File: config.mk
export PLATFORM = sky130hd
export DESIGN_NAME = wb_rgb_pwm_flat
export DESIGN_NICKNAME = d
export VERILOG_FILES = /design/src/rtl/wb_rgb_pwm_pkg.sv /design/src/rtl/wb_rgb_pwm_if.sv /design/src/rtl/wb_rgb_pwm_channel.sv /design/src/rtl/wb_rgb_pwm.sv /design/src/flat_wrapper.sv
export SDC_FILE = /design/constraint.sdc
export NUM_CORES = 1
export LEC_CHECK = 0
export BUFFER_PORTS_ARGS = -buffer_cell sky130_fd_sc_hd__clkbuf_2
export CAP_MARGIN = 20
export CELL_PAD_IN_SITES_DETAIL_PLACEMENT = 0
export CELL_PAD_IN_SITES_GLOBAL_PLACEMENT = 1
export CORE_UTILIZATION = 45
export DETAILED_ROUTE_END_ITERATION = 6
export GPL_TIMING_DRIVEN = 1
export HOLD_SLACK_MARGIN = 0.15
export PLACE_DENSITY = 0.89
export SLEW_MARGIN = 20
export SYNTH_ARGS = -nofsm -noshare
export SYNTH_HDL_FRONTEND = slang
export SYNTH_HIERARCHICAL = 1
export SYNTH_SLANG_ARGS = --single-unit
File: constraint.sdc
create_clock -name clk -period 4.31 [get_ports clk]
set_input_delay 0.2155 -clock clk [delete_from_list [all_inputs] [get_ports clk]]
set_output_delay 0.2155 -clock clk [all_outputs]
set_load 0.05 [all_outputs]
File: src/rtl/wb_rgb_pwm_pkg.sv
// rtl/wb_rgb_pwm_pkg.sv - shared register map, control bit indices and blink state type
package wb_rgb_pwm_pkg;

  localparam logic [3:0] REG_CTRL     = 4'h0;
  localparam logic [3:0] REG_DUTY     = 4'h1;
  localparam logic [3:0] REG_BLINK    = 4'h2;
  localparam logic [3:0] REG_PRESCALE = 4'h3;
  localparam logic [3:0] REG_STATUS   = 4'h4;

  localparam int CTRL_EN_LSB   = 0;
  localparam int CTRL_BLINK_EN = 3;

  typedef enum logic {
    BLINK_ON  = 1'b0,
    BLINK_OFF = 1'b1
  } blink_state_t;

endpackage

File: src/rtl/wb_rgb_pwm_if.sv
// rtl/wb_rgb_pwm_if.sv - Wishbone classic single-access bus bundle
interface wb_rgb_pwm_if #(
  parameter int ADDR_W = 24
);
  logic              i_wb_cyc;
  logic              i_wb_stb;
  logic              i_wb_we;
  logic [ADDR_W-1:0] i_wb_adr;
  logic [31:0]       i_wb_dat;
  logic              o_wb_ack;
  logic [31:0]       o_wb_dat;

  modport master (
    output i_wb_cyc, i_wb_stb, i_wb_we, i_wb_adr, i_wb_dat,
    input  o_wb_ack, o_wb_dat
  );

  modport slave (
    input  i_wb_cyc, i_wb_stb, i_wb_we, i_wb_adr, i_wb_dat,
    output o_wb_ack, o_wb_dat
  );
endinterface

File: src/rtl/wb_rgb_pwm_channel.sv
// rtl/wb_rgb_pwm_channel.sv - one PWM lane: shadowed duty, compare and registered output
module rgb_pwm_channel #(
  parameter int PWM_BITS = 8
) (
  input  logic                clk,
  input  logic                rst_n,
  input  logic [PWM_BITS-1:0] cnt_i,
  input  logic                wrap_i,
  input  logic                duty_we_i,
  input  logic [PWM_BITS-1:0] duty_i,
  input  logic                en_i,
  input  logic                phase_i,
  output logic [PWM_BITS-1:0] duty_o,
  output logic                pwm_o
);

  logic [PWM_BITS-1:0] shadow_q, shadow_d;
  logic [PWM_BITS-1:0] active_q, active_d;
  logic                pwm_q, pwm_d;

  // wrap_i marks the last count of a period, so the new duty is live exactly at count 0
  always_comb begin
    shadow_d = duty_we_i ? duty_i : shadow_q;
    active_d = wrap_i ? shadow_q : active_q;
    pwm_d    = en_i & phase_i & (cnt_i < active_q);
  end

  always_ff @(posedge clk or negedge rst_n) begin
    if (!rst_n) begin
      shadow_q <= '0;
      active_q <= '0;
      pwm_q    <= 1'b0;
    end else begin
      shadow_q <= shadow_d;
      active_q <= active_d;
      pwm_q    <= pwm_d;
    end
  end

  assign duty_o = shadow_q;
  assign pwm_o  = pwm_q;

endmodule

File: src/rtl/wb_rgb_pwm.sv
// rtl/wb_rgb_pwm.sv - Wishbone RGB PWM slave: register decode, prescaler, blink envelope
module wb_rgb_pwm
  import wb_rgb_pwm_pkg::*;
#(
  parameter int ADDR_W   = 24,
  parameter int PWM_BITS = 8,
  parameter int TICK_W   = 16
) (
  input  logic          clk,
  input  logic          rst_n,
  wb_rgb_pwm_if.slave   wb,
  output logic [2:0]    pwm_out,
  output logic          blink_phase
);

  localparam logic [TICK_W:0] PH_ONE = (TICK_W+1)'(1);

  logic                ack_q;
  logic [31:0]         dat_q;
  logic [3:0]          ctrl_q;
  logic [TICK_W-1:0]   blink_on_q, blink_off_q, prescale_q;
  logic [PWM_BITS-1:0] cnt_q, cnt_d;
  logic [TICK_W-1:0]   pre_q, pre_d, ph_q, ph_d, limit;
  logic [TICK_W:0]     ph_inc;
  blink_state_t        state_q, state_d;
  logic [PWM_BITS-1:0] duty_sh [3];
  logic [31:0]         rd_data;
  logic [3:0]          adr;
  logic                req, wr, duty_we, wrap, tick, blink_en;
  logic                unused_adr_hi;

  assign adr           = wb.i_wb_adr[3:0];
  assign unused_adr_hi = ^wb.i_wb_adr[ADDR_W-1:4];
  assign req           = wb.i_wb_cyc & wb.i_wb_stb & ~ack_q;
  assign wr            = req & wb.i_wb_we;
  assign duty_we       = wr & (adr == REG_DUTY);
  assign blink_en      = ctrl_q[CTRL_BLINK_EN];
  assign wb.o_wb_ack   = ack_q;
  assign wb.o_wb_dat   = dat_q;

  always_comb begin
    rd_data = '0;
    case (adr)
      REG_CTRL:     rd_data[3:0] = ctrl_q;
      REG_DUTY: begin
        rd_data[0  +: PWM_BITS] = duty_sh[0];
        rd_data[8  +: PWM_BITS] = duty_sh[1];
        rd_data[16 +: PWM_BITS] = duty_sh[2];
      end
      REG_BLINK: begin
        rd_data[0  +: TICK_W] = blink_on_q;
        rd_data[16 +: TICK_W] = blink_off_q;
      end
      REG_PRESCALE: rd_data[0 +: TICK_W] = prescale_q;
      REG_STATUS: begin
        rd_data[0]            = blink_phase;
        rd_data[8 +: PWM_BITS] = cnt_q;
      end
      default:      rd_data = '0;
    endcase
  end

  // ack_q masks the request so a held strobe gets one access per ack
  always_ff @(posedge clk or negedge rst_n) begin
    if (!rst_n) begin
      ack_q       <= 1'b0;
      dat_q       <= '0;
      ctrl_q      <= '0;
      blink_on_q  <= '0;
      blink_off_q <= '0;
      prescale_q  <= '1;
    end else begin
      ack_q <= req;
      if (req) dat_q <= rd_data;
      if (wr) begin
        case (adr)
          REG_CTRL:     ctrl_q <= wb.i_wb_dat[3:0];
          REG_BLINK: begin
            blink_on_q  <= wb.i_wb_dat[0  +: TICK_W];
            blink_off_q <= wb.i_wb_dat[16 +: TICK_W];
          end
          REG_PRESCALE: prescale_q <= wb.i_wb_dat[0 +: TICK_W];
          default:      ;
        endcase
      end
    end
  end

  assign cnt_d = cnt_q + PWM_BITS'(1);
  assign wrap  = (cnt_q == '1);

  for (genvar i = 0; i < 3; i++) begin : g_ch
    rgb_pwm_channel #(.PWM_BITS(PWM_BITS)) u_ch (
      .clk       (clk),
      .rst_n     (rst_n),
      .cnt_i     (cnt_q),
      .wrap_i    (wrap),
      .duty_we_i (duty_we),
      .duty_i    (wb.i_wb_dat[8*i +: PWM_BITS]),
      .en_i      (ctrl_q[CTRL_EN_LSB+i]),
      .phase_i   (blink_phase),
      .duty_o    (duty_sh[i]),
      .pwm_o     (pwm_out[i])
    );
  end

  always_ff @(posedge clk or negedge rst_n) begin
    if (!rst_n) begin
      cnt_q   <= '0;
      pre_q   <= '0;
      ph_q    <= '0;
      state_q <= BLINK_ON;
    end else begin
      cnt_q   <= cnt_d;
      pre_q   <= pre_d;
      ph_q    <= ph_d;
      state_q <= state_d;
    end
  end

  // >= rather than == so a limit lowered below the running count still fires
  always_comb begin
    state_d = state_q;
    ph_d    = ph_q;
    pre_d   = pre_q;
    tick    = (pre_q >= prescale_q);
    limit   = (state_q == BLINK_ON) ? blink_on_q : blink_off_q;
    ph_inc  = {1'b0, ph_q} + PH_ONE;
    if (!blink_en) begin
      state_d = BLINK_ON;
      ph_d    = '0;
      pre_d   = '0;
    end else begin
      pre_d = tick ? '0 : pre_q + TICK_W'(1);
      if (tick) begin
        if (ph_inc >= {1'b0, limit}) begin
          state_d = (state_q == BLINK_ON) ? BLINK_OFF : BLINK_ON;
          ph_d    = '0;
        end else begin
          ph_d = ph_inc[TICK_W-1:0];
        end
      end
    end
  end

  // A zero limit pins the envelope: zero on-time is always dark, zero off-time always lit
  always_comb begin
    blink_phase = 1'b1;
    if (blink_en) begin
      if (blink_on_q == '0)       blink_phase = 1'b0;
      else if (blink_off_q == '0) blink_phase = 1'b1;
      else                        blink_phase = (state_q == BLINK_ON);
    end
  end

endmodule
File: src/flat_wrapper.sv
// flat-port wrapper written by rule: the top's interface ports become plain ports
module wb_rgb_pwm_flat import wb_rgb_pwm_pkg::*;
#(
  parameter int ADDR_W   = 24,
  parameter int PWM_BITS = 8,
  parameter int TICK_W   = 16
)
  (clk, rst_n, pwm_out, blink_phase, wb_i_wb_cyc, wb_i_wb_stb, wb_i_wb_we, wb_i_wb_adr, wb_i_wb_dat, wb_o_wb_ack, wb_o_wb_dat);
  wb_rgb_pwm_if #(.ADDR_W(ADDR_W)) wb_i ();
  input  logic clk;
  input  logic rst_n;
  output logic [2:0] pwm_out;
  output logic blink_phase;
  input wire logic [$bits(wb_i.i_wb_cyc)-1:0] wb_i_wb_cyc;
  input wire logic [$bits(wb_i.i_wb_stb)-1:0] wb_i_wb_stb;
  input wire logic [$bits(wb_i.i_wb_we)-1:0] wb_i_wb_we;
  input wire logic [$bits(wb_i.i_wb_adr)-1:0] wb_i_wb_adr;
  input wire logic [$bits(wb_i.i_wb_dat)-1:0] wb_i_wb_dat;
  output wire logic [$bits(wb_i.o_wb_ack)-1:0] wb_o_wb_ack;
  output wire logic [$bits(wb_i.o_wb_dat)-1:0] wb_o_wb_dat;
  assign wb_i.i_wb_cyc = wb_i_wb_cyc;
  assign wb_i.i_wb_stb = wb_i_wb_stb;
  assign wb_i.i_wb_we = wb_i_wb_we;
  assign wb_i.i_wb_adr = wb_i_wb_adr;
  assign wb_i.i_wb_dat = wb_i_wb_dat;
  assign wb_o_wb_ack = wb_i.o_wb_ack;
  assign wb_o_wb_dat = wb_i.o_wb_dat;
  wb_rgb_pwm #(.ADDR_W(ADDR_W), .PWM_BITS(PWM_BITS), .TICK_W(TICK_W)) u_core (.clk(clk), .rst_n(rst_n), .wb(wb_i), .pwm_out(pwm_out), .blink_phase(blink_phase));
endmodule
# Yosys cells after proc, flatten, opt, wreduce, memory -nomap -nowiden

Index checks and enable logic that the tools add are counted.

Add/sub/neg operators: 3
Multiply operators: 0
Div/mod/pow operators: 0
Order comparisons: 5
Eq/ne operators: 7
Shift operators: 0
Mux-type cells: 19
Bitwise operators: 12
Reductions and logical operators: 7

Operator list:

| cell                                          | number |
|---|---|
| 2-to-1 mux 16 bit                             | 6 |
| zero test 16 bit                              | 2 |
| one-hot mux 8 bit (4 select lines)            | 1 |
| < comparator 8 bit                            | 3 |
| adder 16 x 1 -> 17 bit, second input constant | 1 |
| greater-or-equal comparator 17 x 16 -> 1 bit  | 1 |
| adder 16 x 1 -> 16 bit, second input constant | 1 |
| greater-or-equal comparator 16 bit            | 1 |
| one-hot mux 8 bit (2 select lines)            | 1 |
| one-hot mux 3 bit (4 select lines)            | 1 |
| one-hot mux 4 bit (3 select lines)            | 1 |
| AND 1 bit                                     | 10 |
| adder 8 x 1 -> 8 bit, second input constant   | 1 |
| == test 4 x 2 -> 1 bit, second input constant | 2 |
| == test 8 bit, second input constant          | 1 |
| 2-to-1 mux 8 bit                              | 1 |
| AND reduction 2 bit                           | 4 |
| 2-to-1 mux 1 bit                              | 7 |
| one-hot mux 1 bit (5 select lines)            | 1 |
| == test 4 x 1 -> 1 bit, second input constant | 1 |
| == test 4 x 3 -> 1 bit, second input constant | 1 |
| zero test 4 bit                               | 1 |
| != test 2 bit, second input constant          | 2 |
| NOT 1 bit                                     | 2 |

Flip-flop bits (word level): 177
Latch bits: 0
Memory bits (writable): 0
Bits in read-only memories: 0
Bits of input ports: 61
Output and inout port bits: 37
Word-level logic and storage cells: 72
Memories kept: 0

# Depth between registers and ports, before layout

Gate-level depths: netlist (run 1).

Depth in word-level cells: 6
Depth in mapped cells: 14
Gate-level depth less buffers: 12

# Modules after synthesis

Netlist (run 1), hierarchy kept.

By module, submodules not included:

| module          | times used | cells an instance | area each (um2) | sequential area each (um2) |
|---|---|---|---|---|
| wb_rgb_pwm      | 1          | 600               | 6,610.1         | 3,173.0 |
| rgb_pwm_channel | 3          | 68                | 789.5           | 425.4 |

# Least setup slack after synthesis (run 1)

Ideal clock, no wire load.

Kind: register -> register
Start: register u_core.ph_q[0]
End: register u_core.state_q
Library setup time: 0.127 ns
Arrival time: 2.869 ns
Data required time: 4.183 ns
Setup slack: 1.313 ns
Stages on the path, launching flop included: 14
Path buffers: 1
Period minus slack after synthesis: 2.997 ns
Cell sequence: dfrtp_1 > ha_1 > nand3_4 > or2_1 > clkbuf_1 > nor2_1 > xor2_1 > ha_1 > a21oi_1 > o221ai_1 > a21oi_1 > o2111ai_4 > a21boi_2 > mux2_1

Cells in the longest elaborated chain, start to end: 4

Ends and longest elaborated chain:

| item                                         | RTL line          | RTL |
|---|---|---|
| from (decl)                                  | wb_rgb_pwm.sv:23  | `logic [TICK_W-1:0] pre_q, pre_d, ph_q, ph_d, limit;` |
| from (signal assigned)                       | wb_rgb_pwm.sv:116 | `ph_q <= ph_d;` |
| adder 16 x 1 -> 17 bit                       | wb_rgb_pwm.sv:128 | `ph_inc = {1'b0, ph_q} + PH_ONE;` |
| greater-or-equal comparator 17 x 16 -> 1 bit | wb_rgb_pwm.sv:136 | `if (ph_inc >= {1'b0, limit}) begin` |
| != test 2 bit (no source line)               | --                |  |
| AND reduction 2 bit (no source line)         | --                |  |
| to (signal assigned)                         | wb_rgb_pwm.sv:117 | `state_q <= state_d;` |
| to (decl)                                    | wb_rgb_pwm.sv:25  | `blink_state_t state_q, state_d;` |

Every way passes these cells.
A chain may end at the register's enable or synchronous reset.

# Final worst setup path (run 1)

Start: register u_core.ph_q[0]
End: register u_core.ph_q[0]

Cells in the longest elaborated chain, start to end: 5

Ends and longest elaborated chain:

| item                                         | RTL line          | RTL |
|---|---|---|
| adder 16 x 1 -> 17 bit *                     | wb_rgb_pwm.sv:128 |  |
| greater-or-equal comparator 17 x 16 -> 1 bit | wb_rgb_pwm.sv:136 |  |
| 2-to-1 mux 16 bit *                          | wb_rgb_pwm.sv:136 |  |
| 2-to-1 mux 16 bit *                          | wb_rgb_pwm.sv:135 | `if (tick) begin` |
| 2-to-1 mux 16 bit *                          | wb_rgb_pwm.sv:129 | `if (!blink_en) begin` |

Every way passes the cells marked *; elsewhere a longest branch is shown, timed or not. The select of a mux whose other input is x is not followed.

==> flow_summary_export.csv, run 1 <==
group,metric,value,unit
status,outcome,"completed",
yosys,ys_ff_latch,177,
detailed_routing,routed_via_density,5.55,
clock_tree,clock-root-buffer,"clkbuf_16",
power,power_density,385,nW/um^2
detailed_routing,dr_total_vias,6582,
layout,area_delta_synth_final,17.3,%
sta,fin_crit_sh,0.789,
yosys,synth_cell_types,60,
sta,grt_setup_unrepaired,"false",
die,die_h,143,um
sta,worst_pin_slew,1.03,ns
layout,final_common_cell,"dfrtp_1",
sta,setup_tns,0,ns
yosys,syn_nets,921,
yosys,synthArstFlopShare,1.00,
die,io_pins,98,
power,power.share.combinational,0.137,
power,seqPwrFrac,0.478,
die,start_util,0.460,
sta,fin_crit,3.40,ns
global_routing,antenna_found_initial,0,
yosys,synth_seq_area_share,0.496,
global_routing,grt_pass1_wl,35.3,mm
clock_tree,cts_tree,"done",
power,ir_worst_vdd,0.202,mV
yosys,synth_fa_ha_area_frac,0.0780,
setup_path,critPathRequiredTime,4.68,ns
setup_path,end_kind,"flip-flop",
setup_path,crit_path_max_incr_delay,0.45,ns
global_routing,grt_usage,0.229,
clock_tree,cts_max_level,4,
clock_tree,cts.path.max_buffers,2,
yosys,synth_mux_area_frac,0.116,
detailed_routing,drt-initial-drc-count,527,
detailed_routing,drc,0,
power,leakagePower,0.00495,uW
global_routing,grt.overflow.total,0,
global_routing,grt_pass1_vias,6429,
die,core_area,19500,um^2
sta,skew,0.00982,ns
layout,nNetsFinal,1024,
detailed_routing,ant_nets,0,
power,clockPowerShare,0.385,
yosys,synth-xor-area-share,0.0332,
power,p_switching,1140,uW
sta,fmax,294,MHz
power,p_int,2910,uW
global_routing,grt_max_degree,110,
die,die-area,20500,um^2
yosys,synth-compound-area-share,0.117,
yosys,yosys.area_share.simple,0.118,
setup_path,r2r_slack,0.91,ns
clock_tree,cts_setup_buffers,0,
placement,dp.cells,1119,
yosys,syn_area_per_cell,11.2,um^2
clock_tree,worstSkewPairLatency,0.43,ns
setup_path,timing.rr.start,"u_core/ph_q[0]",
detailed_routing,drt-total-wl,21.8,mm
setup_path,start_kind,"flip-flop",
setup_path,r2r_cells,12,
sta,setup_viol,0,
detailed_routing,wl_per_cell,18.4,um
sta,slew_headroom,0.308,
clock_tree,cts.sinks,177,
yosys,synthCells,804,
setup_path,crit_type,"flip-flop to flip-flop",
layout,fin_cells,1185,
yosys,synth_edf_count,0,
power,netSwitchingFraction,0.281,
placement,gp_congestion,0.801,
layout,antenna-diode-count,0,
die,die-width,143,um
setup_path,r2r_end,"u_core/ph_q[0]",
placement,port-buffer-count,77,
placement,hpwl,15.2,mm
yosys,syn_area,8980,um^2
yosys,synth_top_family_by_area,"simple AND/OR/NAND/NOR gates",
yosys,ys.flop_type,"dfrtp_1",
layout,mostFrequentLayoutCells,"dfrtp_1, nand2_1, clkbuf_2, mux2_2, nor2_1",
sta,drv_slew,0,
setup_path,worstPathCellList,"ha_1, nand3_4, or2_1, nor2_1, xor2_1, ha_1, a21oi_1, o221ai_1, a21oi_1, o2111ai_4, a21oi_4, mux2_2",
worst_hold_path,min_path_type,"primary input to asynchronous set/reset pin",
setup_path,crit_fanout,16,
clock_tree,clk_pin_slew,0.07,ns
clock_tree,ctsResizeCount,0,
clock_tree,numCtsBuffers,17,
job,drv_cap,0,
layout,drive_gt1_frac,0.239,
setup_path,slowest_stage,"a21oi_4",
detailed_routing,drtPass1Iterations,5,
setup_path,cp.arrival,3.77,ns
yosys,ys_warn_count,6,
die,num_rows,51,
sta,hold_viol_final,0,
worst max-delay path, delay by kind of cell, from the launching register on:
| kind | cells | cell delay, ns |
|---|---|---|
| muxes | 1 | 0.24 |
| DFF | 1 | 0.44 |
| AOI/OAI and AO/OA | 5 | 1.20 |
| adders and majority gates | 2 | 0.62 |
| and+or+nand+nor | 3 | 0.60 |
| xor gates and xnor gates | 1 | 0.25 |
through the flow:
step | setup slack (ns) | power, uW | cell area (um^2) | hold slack (ns) | utilization
detailed placement | 0.887 | 2490 | 9580 | 0.421 | 0.491
CTS | 0.888 | 4080 | 10500 | 0.270 | 0.538
finish | 0.910 | 4050 | 10500 | 0.220 | 0.540
global placement | 0.939 | 2470 | 9580 | 0.419 | 0.491
floorplan | 1.31 | 2290 | 8980 | -0.0801 | -
global route | 0.607 | 4220 | 10500 | 0.245 | 0.540
power by group through the flow:
stage | sequential (uW) | clock (uW) | combinational [uW]
after CTS | 1940 | 1590 | 553
after floorplan | 1970 | 0 | 315
final | 1940 | 1560 | 554
after global placement | 1960 | 0 | 510
after global routing | 1950 | 1660 | 608
after detailed placement | 1970 | 0 | 525
metal layers:
layer	wire length [um]	GRT usage	share of wire
met1	9940	0.313	0.46
met2	10300	0.356	0.47
met3	1000	0.0426	0.046
met4	546	0.0946	0.025
met5	0	0	0
cells by family after synthesis:
| family | count (synthesis) |
|---|---|
| mux | 90 |
| compound gates | 143 |
| buf+inv | 85 |
| xor+xnor | 34 |
| fa+ha+maj | 56 |
| simple gates | 219 |
| flops | 177 |
cells in the mapped netlist (9+ instances only):
cell / instances / area share
inv_1: 50 / 0.021
dfrtp_1: 161 / 0.45
buf_2: 9 / 0.0050
nor4_1: 10 / 0.0070
mux2i_1: 15 / 0.017
ha_1: 56 / 0.078
clkbuf_1: 17 / 0.0071
xnor2_1: 22 / 0.021
nor2_1: 58 / 0.024
nand3_1: 12 / 0.0067
o21ai_0: 47 / 0.026
xor2_1: 12 / 0.012
mux2_2: 69 / 0.087
a21oi_1: 16 / 0.0089
nand2_1: 86 / 0.036
a221oi_1: 9 / 0.0088
nand4_1: 16 / 0.011
dfstp_2: 16 / 0.047
a22o_1: 29 / 0.028
area by class of cell:
type                    instances  area (um^2)
fillers                      1671         8990
flip-flops and latches        177         4450
multi-input cells             542         4150
repair buffers                119          822
clock buffers                  19          443
well taps                     265          332
inverters                      50          188
clock inverters                13          153
worst max-delay path by stage:
| stage | startpoint | endpoint | slack [ns] | depth (start not counted) |
|---|---|---|---|---|
| 4_1_cts | u_core/ph_q[2] | u_core/ph_q[0] | 0.89 | 12 |
| 6_report | u_core/ph_q[0] | u_core/ph_q[0] | 0.91 | 12 |
| 2_1_floorplan | u_core/ph_q[0] | u_core/state_q | 1.31 | 13 |
| 3_3_place_gp | u_core/ph_q[2] | u_core/ph_q[0] | 0.94 | 12 |
| 3_5_place_dp | u_core/ph_q[2] | u_core/ph_q[0] | 0.89 | 12 |
| 5_1_grt | u_core/ph_q[2] | u_core/ph_q[0] | 0.61 | 12 |
timing repair:
action / 4_1_cts / 5_1_grt
hold buffers: 33 / 0
endpoints found under the hold margin: 174 / 0
setup endpoints to repair: 0 / 0
flip-flops by register name, summed over array words and instances, names as in the netlist:
register                   flops
u_core/wb.o_wb_ack             1
u_core/blink_off_q            16
u_core/g_ch.u_ch/duty_o       24
u_core/ctrl_q                  4
u_core/cnt_q                   8
u_core/g_ch.u_ch/pwm_o         3
u_core/pre_q                  16
u_core/wb.o_wb_dat            32
u_core/g_ch.u_ch/active_q     24
u_core/blink_on_q             16
u_core/prescale_q             16
u_core/state_q                 1
u_core/ph_q                   16
No activity file was read; power rests on OpenSTA's default activity.
==> run 2: changes to the inputs <==
--- a/config.mk
+++ b/config.mk
@@ -9,7 +9,7 @@
 export CAP_MARGIN = 20
 export CELL_PAD_IN_SITES_DETAIL_PLACEMENT = 0
 export CELL_PAD_IN_SITES_GLOBAL_PLACEMENT = 1
-export CORE_UTILIZATION = 45
+export CORE_UTILIZATION = 43
 export DETAILED_ROUTE_END_ITERATION = 6
 export GPL_TIMING_DRIVEN = 1
 export HOLD_SLACK_MARGIN = 0.15
==> constraint.sdc (replaced) <==
create_clock -name clk -period 2.8 [get_ports clk]
set_input_delay 0.14 -clock clk [delete_from_list [all_inputs] [get_ports clk]]
set_output_delay 0.14 -clock clk [all_outputs]
set_load 0.05 [all_outputs]
==> flow_summary_export.csv, run 2 (synthesis results as in run 1) <==
group,metric,value,unit
sta,setup_viol,7,
sta,timing.hold.ws,0.200,ns
die,num_rows,52,
die,io_pins,98,
detailed_routing,ant_nets,0,
clock_tree,cts_tree,"done",
setup_path,cp.arrival,3.17,ns
global_routing,grt_pass1_vias,6999,
placement,hpwl,16.2,mm
sta,skew,0.00995,ns
sta,grt_setup_unrepaired,"true",
detailed_routing,drtPass1Iterations,5,
layout,fin_util,0.547,
sta,fmax,351,MHz
global_routing,grt.overflow.total,0,
global_routing,grt_usage,0.226,
clock_tree,clk_pin_slew,0.07,ns
layout,antenna-diode-count,0,
sta,setup_tns,-0.248,ns
die,core_area,20400,um^2
die,die-width,147,um
die,start_util,0.441,
layout,final_common_cell,"dfrtp_1",
status,outcome,"complete, but fails checks",
layout,area_delta_synth_final,24.1,%
setup_path,critPathBufInv,1,
sta,fin_crit_sh,1.02,
sta,worst_pin_slew,0.563,ns
clock_tree,cts.path.max_buffers,2,
setup_path,start_kind,"flip-flop",
clock_tree,cts.sinks,177,
setup_path,crit_fanout,4,
setup_path,critPathTopFamily,"simple AND/OR/NAND/NOR gates",
layout,drive_gt1_frac,0.303,
power,leakagePower,0.00531,uW
power,ir_worst_vdd,0.366,mV
detailed_routing,drt-total-wl,23.1,mm
job,drv_cap,0,
placement,gp_congestion,0.842,
sta,drv_slew,0,
power,p_total,6580,uW
setup_path,crit_path_max_incr_delay,0.36,ns
worst_hold_path,min_path_type,"primary input to flip-flop",
placement,port-buffer-count,77,
setup_path,crit_type,"flip-flop to flip-flop",
clock_tree,worstSkewPairLatency,0.44,ns
setup_path,worstPathCellList,"and3_4, nand3_4, nor3_4, nand4_1, xnor2_2, ha_1, nand3_2, buf_4, nor2_4, o311ai_4, o2111ai_4, a21boi_2, mux2_4",
clock_tree,numCtsBuffers,17,
die,die-area,21500,um^2
setup_path,end_kind,"flip-flop",
detailed_routing,routed_via_density,5.44,
detailed_routing,wl_per_cell,18.6,um
status,violations,"setup timing",
clock_tree,cts_max_level,4,
sta,fin_crit,2.85,ns
die,die_h,147,um
setup_path,critPathRequiredTime,3.12,ns
layout,largest_reg_flops,32,
clock_tree,clock-root-buffer,"clkbuf_16",
setup_path,r2r_slack,-0.05,ns
global_routing,antenna_found_initial,0,
global_routing,grt_max_degree,62,
power,power_density,590,nW/um^2
detailed_routing,drt-initial-drc-count,460,
detailed_routing,drc,0,
sta,slew_headroom,0.625,
layout,nNetsFinal,1074,
sta,hold_viol_final,0,
global_routing,grt_pass1_wl,37.3,mm
detailed_routing,dr_total_vias,6748,
layout,mostFrequentLayoutCells,"dfrtp_1, nand2_1, clkbuf_2, mux2_2, nor2_1",
sta,timing.final.ws_setup,-0.0511,ns
setup_path,slowest_stage,"dfrtp_1",
-- run 2: power by group --
group          switching, uW  internal, uW  leakage (uW)
Clock                   1080          1520      0.000309
Sequential               193          2770       0.00235
Combinational            565           437       0.00265
Total                   1840          4730       0.00531
-- run 2: final cells by class --
class,count,area (um^2)
Tap cell,270,338
Clock buffer,17,425
Fill cell,1733,9230
Timing Repair Buffer,169,1210
Multi-Input combinational cell,542,4310
Inverter,50,188
Sequential cell,177,4450
Clock inverter,15,219
-- run 2: metal layers --
metal | routed length (um) | GRT usage | vias up
li1 | - | - | 3200
met1 | 10200 | 0.294 | 3327
met2 | 11200 | 0.375 | 176
met3 | 897 | 0.0341 | 45
met4 | 761 | 0.100 | 0
met5 | 0 | 0 | -
-- run 2: what timing repair did --
item                                   4_1_cts  5_1_grt
resized for setup                           18       10
pin swaps                                   15        8
endpoints found under the hold margin      135        0
gates cloned                                 0        0
hold buffers                                33        0
setup buffers                                9        4
setup endpoints to repair                   17       17
-- run 2: metrics by stage --
stage                     area (um^2)  setup WS, ns  instances
after floorplan                  9010       -0.0681        804
after global placement           9930       -0.0705       1162
after detailed placement         9930        -0.201       1162
after CTS                       11100       -0.0376       1236
after global routing            11100        -0.186       1240
final                           11100       -0.0511       1240
-- run 2: worst paths after layout --
path	from	end	depth (start not counted)
setup / recovery	u_core/ph_q[2]	u_core/state_q	13
min in group asynchronous	rst_n	u_core/wb.o_wb_dat[23]	2
hold reg to reg	u_core/wb.o_wb_dat[15]	u_core/wb.o_wb_dat[15]	1
max in group asynchronous	rst_n	u_core/prescale_q[12]	3
hold / removal	wb_i_wb_we	u_core/prescale_q[2]	4
setup reg to reg	u_core/ph_q[2]	u_core/state_q	13
-- run 2: tightest hold or removal path, stage by stage --
cell and delay [ns]:
clkbuf_2 0.13, and3_1 0.21, nand2_1 0.08, o21ai_0 0.07
==> run 3: changes to the inputs <==
--- a/config.mk
+++ b/config.mk
@@ -11,7 +11,7 @@
 export CELL_PAD_IN_SITES_GLOBAL_PLACEMENT = 1
 export CORE_UTILIZATION = 43
 export DETAILED_ROUTE_END_ITERATION = 6
-export GPL_TIMING_DRIVEN = 1
+export GPL_TIMING_DRIVEN = 0
 export HOLD_SLACK_MARGIN = 0.15
 export PLACE_DENSITY = 0.89
 export SLEW_MARGIN = 20
==> flow_summary_export.csv, run 3 (synthesis results as in run 1) <==
group,metric,value,unit
layout,final_common_cell,"dfrtp_1",
setup_path,cp.arrival,3.27,ns
setup_path,worstPathCellList,"and3_4, nand3_4, or2_4, nor2_2, xor2_2, ha_1, nand3_2, o221ai_2, a21oi_2, o2111ai_4, a21boi_2, mux2_4",
power,p_total,6210,uW
power,ir_worst_vdd,0.359,mV
layout,fin_cells,1234,
sta,worst_pin_slew,0.894,ns
clock_tree,cts.path.max_buffers,2,
setup_path,crit_fanout,4,
layout,antenna-diode-count,0,
layout,multi_input_area,4270,um^2
global_routing,grt.overflow.total,0,
global_routing,grt_pass1_vias,6602,
sta,hold_viol_final,0,
sta,fin_crit_sh,1.06,
layout,drive_gt1_frac,0.282,
setup_path,critPathBufInv,0,
clock_tree,clock-root-buffer,"clkbuf_16",
detailed_routing,drtPass1Iterations,7,
setup_path,crit_type,"flip-flop to flip-flop",
power,power_density,569,nW/um^2
setup_path,start_kind,"flip-flop",
global_routing,grt_pass1_wl,35.9,mm
setup_path,critPathRequiredTime,3.12,ns
detailed_routing,dr_total_vias,6739,
job,drv_cap,0,
placement,pre_cts_ws,-0.486,ns
clock_tree,cts_tree,"done",
global_routing,antenna_found_initial,0,
placement,dpl-instance-area,9800,um^2
global_routing,grt_usage,0.218,
sta,slew_headroom,0.402,
layout,area_delta_synth_final,21.6,%
die,io_pins,98,
layout,nNetsFinal,1068,
status,outcome,"complete, but fails checks",
sta,drv_slew,0,
layout,mostFrequentLayoutCells,"dfrtp_1, nand2_1, clkbuf_2, mux2_2, ha_1",
clock_tree,numCtsBuffers,17,
die,die-area,21500,um^2
layout,final_area,10900,um^2
power,leakagePower,0.00517,uW
sta,skew,0.00573,ns
sta,timing.final.ws_setup,-0.155,ns
sta,fmax,338,MHz
placement,port-buffer-count,77,
setup_path,end_kind,"flip-flop",
detailed_routing,ant_nets,0,
placement,gp_congestion,0.829,
die,die_h,147,um
setup_path,slowest_stage,"dfrtp_2",
clock_tree,worstSkewPairLatency,0.43,ns
setup_path,crit_path_max_incr_delay,0.37,ns
setup_path,critPathTopFamily,"simple AND/OR/NAND/NOR gates",
sta,grt_setup_unrepaired,"true",
clock_tree,cts.sinks,177,
sta,setup_viol,16,
detailed_routing,routed_via_density,5.46,
detailed_routing,drc,4,
die,num_rows,52,
die,core_area,20400,um^2
detailed_routing,drt-total-wl,22.5,mm
placement,hpwl,16.4,mm
worst_hold_path,min_path_type,"primary input to asynchronous set/reset pin",
layout,seqCellArea,4450,um^2
sta,timing.hold.ws,0.158,ns
layout,largest_reg_flops,32,
global_routing,grt_max_degree,77,
status,violations,"DRC, setup timing",
detailed_routing,drt-initial-drc-count,513,
clock_tree,clk_pin_slew,0.07,ns
placement,dp.cells,1153,
clock_tree,cts_max_level,4,
layout,nFillCells,1737,
die,start_util,0.441,
sta,fin_crit,2.96,ns
detailed_routing,wl_per_cell,18.3,um
die,die-width,147,um
setup_path,r2r_slack,-0.16,ns
[run 3: where the power goes]
part	switching, uW	total, uW	internal (uW)
registers	204	2980	2770
clock network	1060	2300	1240
logic	538	933	396
total	1800	6210	4410
[run 3: path summary, 6_finish.rpt]
path,start,endpoint,cells after the start
min reg2reg,u_core/wb.o_wb_dat[14],u_core/wb.o_wb_dat[14],1
max,u_core/ph_q[2],u_core/state_q,12
max reg2reg,u_core/ph_q[2],u_core/state_q,12
min,rst_n,u_core/wb.o_wb_dat[23],2
max in group asynchronous,rst_n,u_core/prescale_q[10],4
min in group clk,wb_i_wb_adr[2],u_core/wb.o_wb_dat[2],3
[run 3: per-layer routing]
metal	GRT usage	up-vias	part of all wire
met4	0.0906	0	0.027
met3	0.0394	39	0.036
met2	0.348	171	0.48
met1	0.293	3345	0.45
li1	-	3184	-
met5	0	-	0
[run 3: metrics by stage]
step                      TNS, ns   util
after floorplan           -0.0681      -
after global placement    -276.63  0.478
after detailed placement    -7.28  0.481
after CTS                  -0.742  0.534
after global routing        -3.69  0.536
final                       -1.42  0.536
[run 3: final cells by class]
| cell class | instances | area share |
|---|---|---|
| buffer | 32 | 0.0167 |
| clock buffer | 18 | 0.0393 |
| clock inverter | 14 | 0.0119 |
| inverter | 50 | 0.0172 |
| multi-input combinational | 542 | 0.391 |
| sequential | 177 | 0.408 |
| tap | 270 | 0.0309 |
| timing repair buffer | 131 | 0.0851 |
[run 3: worst reg2reg max path, stage by stage (launching register included)]
cell and delay (ns):
dfrtp_2 0.37, and3_4 0.23, nand3_4 0.08, or2_4 0.29, nor2_2 0.14, xor2_2 0.11
ha_1 0.35, nand3_2 0.12, o221ai_2 0.22, a21oi_2 0.10, o2111ai_4 0.28, a21boi_2 0.24
mux2_4 0.31
[run 3: what timing repair did]
action / CTS / global route
setup endpoints to repair: 18 / 17
gates cloned: 0 / 0
pin swaps: 16 / 2
hold endpoints to repair: 177 / 0
setup buffers: 15 / 4
hold buffers: 33 / 0
gates resized for setup: 19 / 5
